## src/rtl/demux_1a2_cond.sv

```systemverilog
// demux_1a2_cond -- 1:2 demultiplexer. This is the receive end of the 2:1 interleaving mux.
//
// The input is one time-interleaved byte stream: a lane 0 byte, then a lane 1 byte,
// on alternate clk cycles. The block splits it back into two aligned lanes. Both lanes
// update together once every two clk cycles, and each lane has its own valid.
//
// Alignment: the first valid byte seen after reset is taken as lane 0. From that point
// the slot counter runs freely until the next reset.
//
// Ports:
//   clk          input stream clock (one byte per cycle)
//   reset        asynchronous active-low reset
//   data_in      interleaved byte stream
//   valid_in     data_in is valid this cycle
//   data_out_0/1 lane bytes (each holds its last valid value)
//   valid_out_0/1 lane valids for the current frame
//   frame_stb    one-cycle pulse on the edge that loads a new frame
//   aligned      high once the stream has been aligned (RUN state)
//   cnt_0/1      (only with DEMUX_LANE_CNT_EN) 8-bit wrapping counts of valid lane frames
//
// Optional feature macro: DEMUX_LANE_CNT_EN
module demux_1a2_cond #(
  parameter int DATA_W = 8
) (
  input  logic              clk,
  input  logic              reset,
  input  logic [DATA_W-1:0] data_in,
  input  logic              valid_in,
  output logic [DATA_W-1:0] data_out_0,
  output logic [DATA_W-1:0] data_out_1,
  output logic              valid_out_0,
  output logic              valid_out_1,
  output logic              frame_stb,
  output logic              aligned
`ifdef DEMUX_LANE_CNT_EN
  ,
  output logic [7:0]        cnt_0,
  output logic [7:0]        cnt_1
`endif
);

  typedef enum logic {WAIT = 1'b0, RUN = 1'b1} state_t;

  state_t            state_q, state_d;
  logic              slot_q, slot_d;
  logic [DATA_W-1:0] hold0_q, hold0_d;
  logic              hold_v0_q, hold_v0_d;
  logic [DATA_W-1:0] data_out_0_q, data_out_0_d;
  logic [DATA_W-1:0] data_out_1_q, data_out_1_d;
  logic              valid_out_0_q, valid_out_0_d;
  logic              valid_out_1_q, valid_out_1_d;
  logic              frame_stb_q, frame_stb_d;
  logic              aligned_q, aligned_d;
`ifdef DEMUX_LANE_CNT_EN
  logic [7:0]        cnt_0_q, cnt_0_d;
  logic [7:0]        cnt_1_q, cnt_1_d;
`endif

  always_comb begin
    state_d       = state_q;
    slot_d        = slot_q;
    hold0_d       = hold0_q;
    hold_v0_d     = hold_v0_q;
    data_out_0_d  = data_out_0_q;
    data_out_1_d  = data_out_1_q;
    valid_out_0_d = valid_out_0_q;
    valid_out_1_d = valid_out_1_q;
    frame_stb_d   = frame_stb_q;
    aligned_d     = aligned_q;
`ifdef DEMUX_LANE_CNT_EN
    cnt_0_d       = cnt_0_q;
    cnt_1_d       = cnt_1_q;
`endif
    case (state_q)
      WAIT: begin
        // The first valid byte defines the lane 0 slot.
        if (valid_in) begin
          hold0_d   = data_in;
          hold_v0_d = 1'b1;
          slot_d    = 1'b1;
          aligned_d = 1'b1;
          state_d   = RUN;
        end
      end
      RUN: begin
        // The slot advances every edge. Invalid bytes do not stall it, so lane alignment is kept.
        slot_d = ~slot_q;
        if (!slot_q) begin
          if (valid_in) hold0_d = data_in;
          hold_v0_d   = valid_in;
          frame_stb_d = 1'b0;
        end else begin
          valid_out_0_d = hold_v0_q;
          if (hold_v0_q) data_out_0_d = hold0_q;
          valid_out_1_d = valid_in;
          if (valid_in) data_out_1_d = data_in;
          frame_stb_d   = 1'b1;
`ifdef DEMUX_LANE_CNT_EN
          if (hold_v0_q) cnt_0_d = cnt_0_q + 8'd1;
          if (valid_in)  cnt_1_d = cnt_1_q + 8'd1;
`endif
        end
      end
      default: state_d = WAIT;
    endcase
  end

  always_ff @(posedge clk or negedge reset) begin
    if (!reset) begin
      state_q       <= WAIT;
      slot_q        <= 1'b0;
      hold0_q       <= '0;
      hold_v0_q     <= 1'b0;
      data_out_0_q  <= '0;
      data_out_1_q  <= '0;
      valid_out_0_q <= 1'b0;
      valid_out_1_q <= 1'b0;
      frame_stb_q   <= 1'b0;
      aligned_q     <= 1'b0;
`ifdef DEMUX_LANE_CNT_EN
      cnt_0_q       <= 8'd0;
      cnt_1_q       <= 8'd0;
`endif
    end else begin
      state_q       <= state_d;
      slot_q        <= slot_d;
      hold0_q       <= hold0_d;
      hold_v0_q     <= hold_v0_d;
      data_out_0_q  <= data_out_0_d;
      data_out_1_q  <= data_out_1_d;
      valid_out_0_q <= valid_out_0_d;
      valid_out_1_q <= valid_out_1_d;
      frame_stb_q   <= frame_stb_d;
      aligned_q     <= aligned_d;
`ifdef DEMUX_LANE_CNT_EN
      cnt_0_q       <= cnt_0_d;
      cnt_1_q       <= cnt_1_d;
`endif
    end
  end

  assign data_out_0  = data_out_0_q;
  assign data_out_1  = data_out_1_q;
  assign valid_out_0 = valid_out_0_q;
  assign valid_out_1 = valid_out_1_q;
  assign frame_stb   = frame_stb_q;
  assign aligned     = aligned_q;
`ifdef DEMUX_LANE_CNT_EN
  assign cnt_0       = cnt_0_q;
  assign cnt_1       = cnt_1_q;
`endif

endmodule

```

## config.mk

```make
export PLATFORM = sky130hd
export DESIGN_NAME = demux_1a2_cond
export DESIGN_NICKNAME = d
export VERILOG_FILES = /design/src/rtl/demux_1a2_cond.sv
export SDC_FILE = /design/constraint.sdc
export NUM_CORES = 1
export LEC_CHECK = 0
export CORE_ASPECT_RATIO = 1.5
export CORE_MARGIN = 2
export CORE_UTILIZATION = 46
export DETAILED_ROUTE_END_ITERATION = 8
export PLACE_DENSITY = 0.77
export SYNTH_ARGS = -nofsm -noshare
export SYNTH_HDL_FRONTEND = slang
export SYNTH_SLANG_ARGS = --single-unit
```

## constraint.sdc

```tcl
create_clock -name clk -period 1.7 [get_ports clk]
set_input_delay 0.34 -clock clk [delete_from_list [all_inputs] [get_ports clk]]
set_output_delay 0.34 -clock clk [all_outputs]
set_load 0.05 [all_outputs]
```

==> out/results.ini, run 1 <==
[outcome]
status=finished, final reports clean

[die]
die_x_um=45.3
die_height_um=66.0
start_util_pct=48.1
ioPinCount=31
rows=22
dieArea_um2=2990
coreArea_um2=2450

[layout]
layout_commonest_cell=dfrtp_1
antenna_cells=0
drive_gt1_share_pct=55.0
final_cell_mix=dfrtp_1, mux2_2, buf_4
nNetsFinal=120
fin_area_um2=1510
num-fill-cells=206
synthToLayoutAreaGrowth_pct=28.6
multi_input_area_um2=379
regArea_um2=776

[logic_synthesis]
ys_top_cells_by_area=dfrtp_1, mux2_2, a21bo_2, nand3_2, a21boi_4
yosysWarnings=0
yosys.area.top_type=dfrtp_1
yosys.area_share.simple_pct=2.87
synth-adder-area-share_pct=0
synthArstFlopShare_pct=100
syn_nets=83
synth_compound_area_share_pct=5.53
synth_cell_types=15
ys.flop_type=dfrtp_1
synth_xor_area_share_pct=0
synth_top_family_by_area=multiplexers
synth_top_area_share_pct=65.9
synth_cells=72
synth.area.mux_share_pct=23.8
ys_seq_area_share_pct=65.9
synth_edf_count=0
netlist_area_um2=1180
ys_ff_latch=31
avgSynthCellArea_um2=16.4

[sta]
rsz0062_at_grt=false
finalSetupViolCount=0
hold_viol_final=0
finalCritPeriodShare_pct=79.6
relSlewSlack_pct=74.9
setup_tns_ns=0
layout_min_cycle_time_ns=1.35
tightest_slew_ns=0.377
clock_skew_ns=0.00637
finalMaxSlewViolations=0
max_freq_mhz=739

[drt]
ant_nets=0
drtIter0Drc=6
drt-total-wl_um=1950
vias=695
route.detailed.wl_per_inst_um=14.7
drtPass1Iterations=4
via_per_inst=5.23
drc=0

[pwr]
leakagePower_nw=0.707
power_mw=2.57
power_density_nw_per_um2=1700
p_switching_mw=1.05
intPower_mw=1.52
max-vdd-ir-drop_v=0.000871
sw_frac_of_total_pct=40.8
sequentialPowerShare_pct=40.8
share_comb_of_total_power_pct=42.8
clkPwrFrac_pct=16.3

[clock_network]
postCtsHoldBufs=0
cts_tree=built
cts_made_buffers=5
htree_num_levels=2
clk_pin_slew_ns=0.09
post_cts_buffers=0
ctsResizeCount=0
cts.sinks=31
cts_max_path_buffers=2
worst_skew_pair.late_latency_ns=0.32
cts_root_buffer=clkbuf_4

[placement]
port_buffers=30
dp_hpwl_um=1440
place_congestion=0.700
dpl_cell_area_um2=1460

[critical_path]
r2r-end=hold0_q[0]
arrival_ns=1.56
r2r-start=state_q
startpoint_type=primary input
r2r_setup_slack_ns=0.39
cp_max_fo=8
end_kind=register
ff2ff_path_depth=2
criticalPathCategory=in -> reg
required_ns=1.91

[global_route]
grt_max_degree=32
antenna_found_initial=0
grt_overflow=0
grt_use_total_pct=16.1
grt_pass1_wl_um=3240
grt_pass1_vias=690

[hold_path]
min_path_type=in -> async

[run]
cap_viol_max_count=0

==> power by group through the flow <==
| stage | Clock, mW | Combinational [mW] | Sequential (mW) |
|---|---|---|---|
| after floorplan | 0 | 0.229 | 1.59 |
| after global placement | 0 | 1.10 | 1.06 |
| after detailed placement | 0 | 1.11 | 1.07 |
| after CTS | 0.439 | 1.11 | 1.05 |
| after global routing | 0.474 | 1.14 | 1.08 |
| final | 0.419 | 1.10 | 1.05 |
==> cell families (layout without fill, tap and decap cells) <==
logic type,after synthesis,count (layout)
buffers and inverters,4,41
flip-flops,31,31
multiplexers,25,25
AO/OA/AOI/OAI,7,7
AND/OR/NAND/NOR,5,5
==> routing by layer <==
layer | global-route usage [%] | wire, um | vias up
met4 | 8.82 | 53 | 0
met3 | 7.38 | 105 | 6
met1 | 17.6 | 722 | 350
met5 | 0 | 0 | -
li1 | - | - | 323
met2 | 25.0 | 1070 | 16
==> state kept, by name (all words and copies together) (netlist names) <==
signal and cells:
data_out_0 8, hold0_q 8, valid_out_0 1, hold_v0_q 1
slot_q 1, data_out_1 8, frame_stb 1, aligned 1
state_q 1, valid_out_1 1
==> layout make-up <==
| cell class | count | share of cell area [%] |
|---|---|---|
| sequential | 31 | 51.2 |
| multi-input combinational | 37 | 25.0 |
| timing repair buffer | 32 | 17.5 |
| clock buffer | 6 | 3.39 |
| tap | 24 | 1.98 |
| inverter | 2 | 0.496 |
| clock inverter | 1 | 0.331 |
==> how the worst max path moves through the flow <==
stage / from / to / cells past startpoint
5_1_grt: state_q / hold0_q[0] / 2
3_3_place_gp: valid_in / hold0_q[1] / 3
3_5_place_dp: valid_in / hold0_q[6] / 3
4_1_cts: valid_in / hold0_q[0] / 3
2_1_floorplan: state_q / hold0_q[0] / 3
6_report: valid_in / hold0_q[0] / 3
==> cell usage after synthesis, drive strengths merged, types with 2 or more instances <==
| cell | instances |
|---|---|
| inv | 2 |
| mux2 | 24 |
| dfrtp | 31 |
| a21bo | 2 |
| buf | 2 |
| nand3 | 2 |
==> critical path, stage by stage <==
cell,delay [ns]
clkdlybuf4s50_1,0.52
a21boi_4,0.33
mux2_2,0.37
==> through the flow <==
stage	instances	worst slack, ns	hold WS, ns	util, %
after floorplan	72	0.483	0.0444	-
after global placement	126	0.0178	0.445	59.5
after detailed placement	126	-0.00231	0.456	59.5
after global routing	133	0.313	0.425	61.8
final	133	0.347	0.396	61.8
after CTS	133	0.350	0.396	61.8
Power figures use the tool's default switching activity.
==> inputs of run 2 (changes only) <==
==> constraint.sdc (replaced) <==
create_clock -name clk -period 1.3 [get_ports clk]
set_input_delay 0.26 -clock clk [delete_from_list [all_inputs] [get_ports clk]]
set_output_delay 0.26 -clock clk [all_outputs]
set_load 0.05 [all_outputs]
==> run 2 against run 1 <==
  * Combinational power increased by 79%
  * Design area is 19% higher
  * Global-route usage is 1.1 points higher
  * Critical path type is now reg -> reg
  * Count of clock-buffer cells in the layout fell by 1
==> out/results.ini, run 2 (synthesized netlist as in run 1, its figures left out) <==
[global_route]
grt_max_degree=32
grt_pass1_wl_um=3530
grt_use_total_pct=17.2
antenna_found_initial=0
grt_pass1_vias=819
grt_overflow=0

[drt]
drc=0
drt-total-wl_um=2110
vias=707
met3_length_um=83
drtPass1Iterations=4
highest_layer=met4
wl_met2_um=1220
via_per_inst=5.24
route.detailed.wl_per_inst_um=15.6
ant_nets=0
routedLengthMet1_um=753
drtIter0Drc=7

[layout]
layout_commonest_cell=dfrtp_1
antenna_cells=0
nNetsFinal=121
num-fill-cells=168
final_cell_mix=dfrtp_1, mux2_2, buf_12
drive_gt1_share_pct=57.7
post-route-util_pct=73.5
synthToLayoutAreaGrowth_pct=53.0

[critical_path]
r2r-start=slot_q
cp_max_fo=8
r2r-end=hold0_q[5]
arrival_ns=1.45
ff2ff_path_depth=3
cp_slowest_cell=dfrtp_2
end_kind=register
path_cells=a21boi_4 > buf_12 > mux2_2
required_ns=1.50
criticalPathCategory=reg -> reg
startpoint_type=register
max_stage_delay_ns=0.49
r2r_setup_slack_ns=0.05

[sta]
clock_skew_ns=0.0115
rsz0062_at_grt=false
max_freq_mhz=799
finalMaxSlewViolations=0
finalCritPeriodShare_pct=96.2
setup_slack_ns=0.0488
relSlewSlack_pct=83.2
tightest_slew_ns=0.252
layout_min_cycle_time_ns=1.25
setup_tns_ns=0
hold-worst-slack_ns=0.289
finalSetupViolCount=0
hold_viol_final=0

[outcome]
status=finished, final reports clean

[die]
die_height_um=66.0
ioPinCount=31
start_util_pct=48.1
die_x_um=45.3
dieArea_um2=2990
coreArea_um2=2450
rows=22

[pwr]
power_mw=3.96
power_density_nw_per_um2=2200
leakagePower_nw=0.810
max-vdd-ir-drop_v=0.00135

[clock_network]
worst_skew_pair.late_latency_ns=0.32
postCtsHoldBufs=0
cts.sinks=31
cts_tree=built
cts_root_buffer=clkbuf_4
cts_made_buffers=5
htree_num_levels=2
cts_max_path_buffers=2
clk_pin_slew_ns=0.10

[run]
cap_viol_max_count=0

[hold_path]
min_path_type=in -> async

[placement]
place_congestion=0.714
post-place-ws_ns=-0.418
port_buffers=30

[run 2: cell count changes in the layout (fill, tap and decap cells not counted), moves of 2 or more]
cell | previous run | this run
dfrtp_2 | 0 | 2
clkinv_2 | 1 | 3
dfrtp_1 | 31 | 29
buf_12 | 0 | 22
buf_4 | 22 | 1
[run 2: area by class of cell]
class | instances | area, um^2 | area share (%)
Tap cell | 24 | 30.0 | 1.67
Inverter | 2 | 7.51 | 0.417
Timing Repair Buffer | 33 | 547 | 30.3
Clock inverter | 3 | 15.0 | 0.833
Clock buffer | 5 | 37.5 | 2.08
Sequential cell | 31 | 778 | 43.2
Multi-Input combinational cell | 37 | 387 | 21.5
[run 2: metrics by stage]
stage	instance area (um^2)	instances
5_1_grt	1800	135
2_1_floorplan	1180	72
3_3_place_gp	1720	126
4_1_cts	1790	135
3_5_place_dp	1720	126
6_report	1800	135
[run 2: report_power, final]
group	switching, mW	internal, mW	total (mW)
sequential	0.262	1.23	1.49
clock	0.302	0.201	0.503
combinational	0.941	1.03	1.97
total	1.51	2.46	3.96
[run 2: worst max-delay path, delay by kind of cell (launching register included)]
| family | cells | cell delay (ns) |
|---|---|---|
| flip-flops | 1 | 0.49 |
| multiplexers | 1 | 0.32 |
| AO/OA/AOI/OAI | 1 | 0.19 |
| buffers and inverters | 1 | 0.14 |
[run 2: repair_timing]
item                                    in CTS  in global routing
pin swaps                                    1                  0
endpoints found under the setup margin      12                 18
gates cloned                                 0                  0
resized for setup                            2                  2
buffers inserted                             1                  0
[run 2: how the worst max path moves through the flow]
stage / from / to / slack [ns] / cells after the start
floorplan: state_q / hold0_q[0] / 0.08 / 3
global placement: valid_in / hold0_q[1] / -0.36 / 3
detailed placement: valid_in / hold0_q[3] / -0.42 / 3
CTS: state_q / data_out_1[2] / 0.002 / 2
global route: slot_q / hold0_q[4] / 0.005 / 3
finish: slot_q / hold0_q[5] / 0.05 / 3
[run 2: routing by layer]
layer  vias up  GRT usage [%]
met5         -              0
met4         0           8.09
met3         7           7.38
met2        17           28.6
met1       358           17.9
li1        325              -
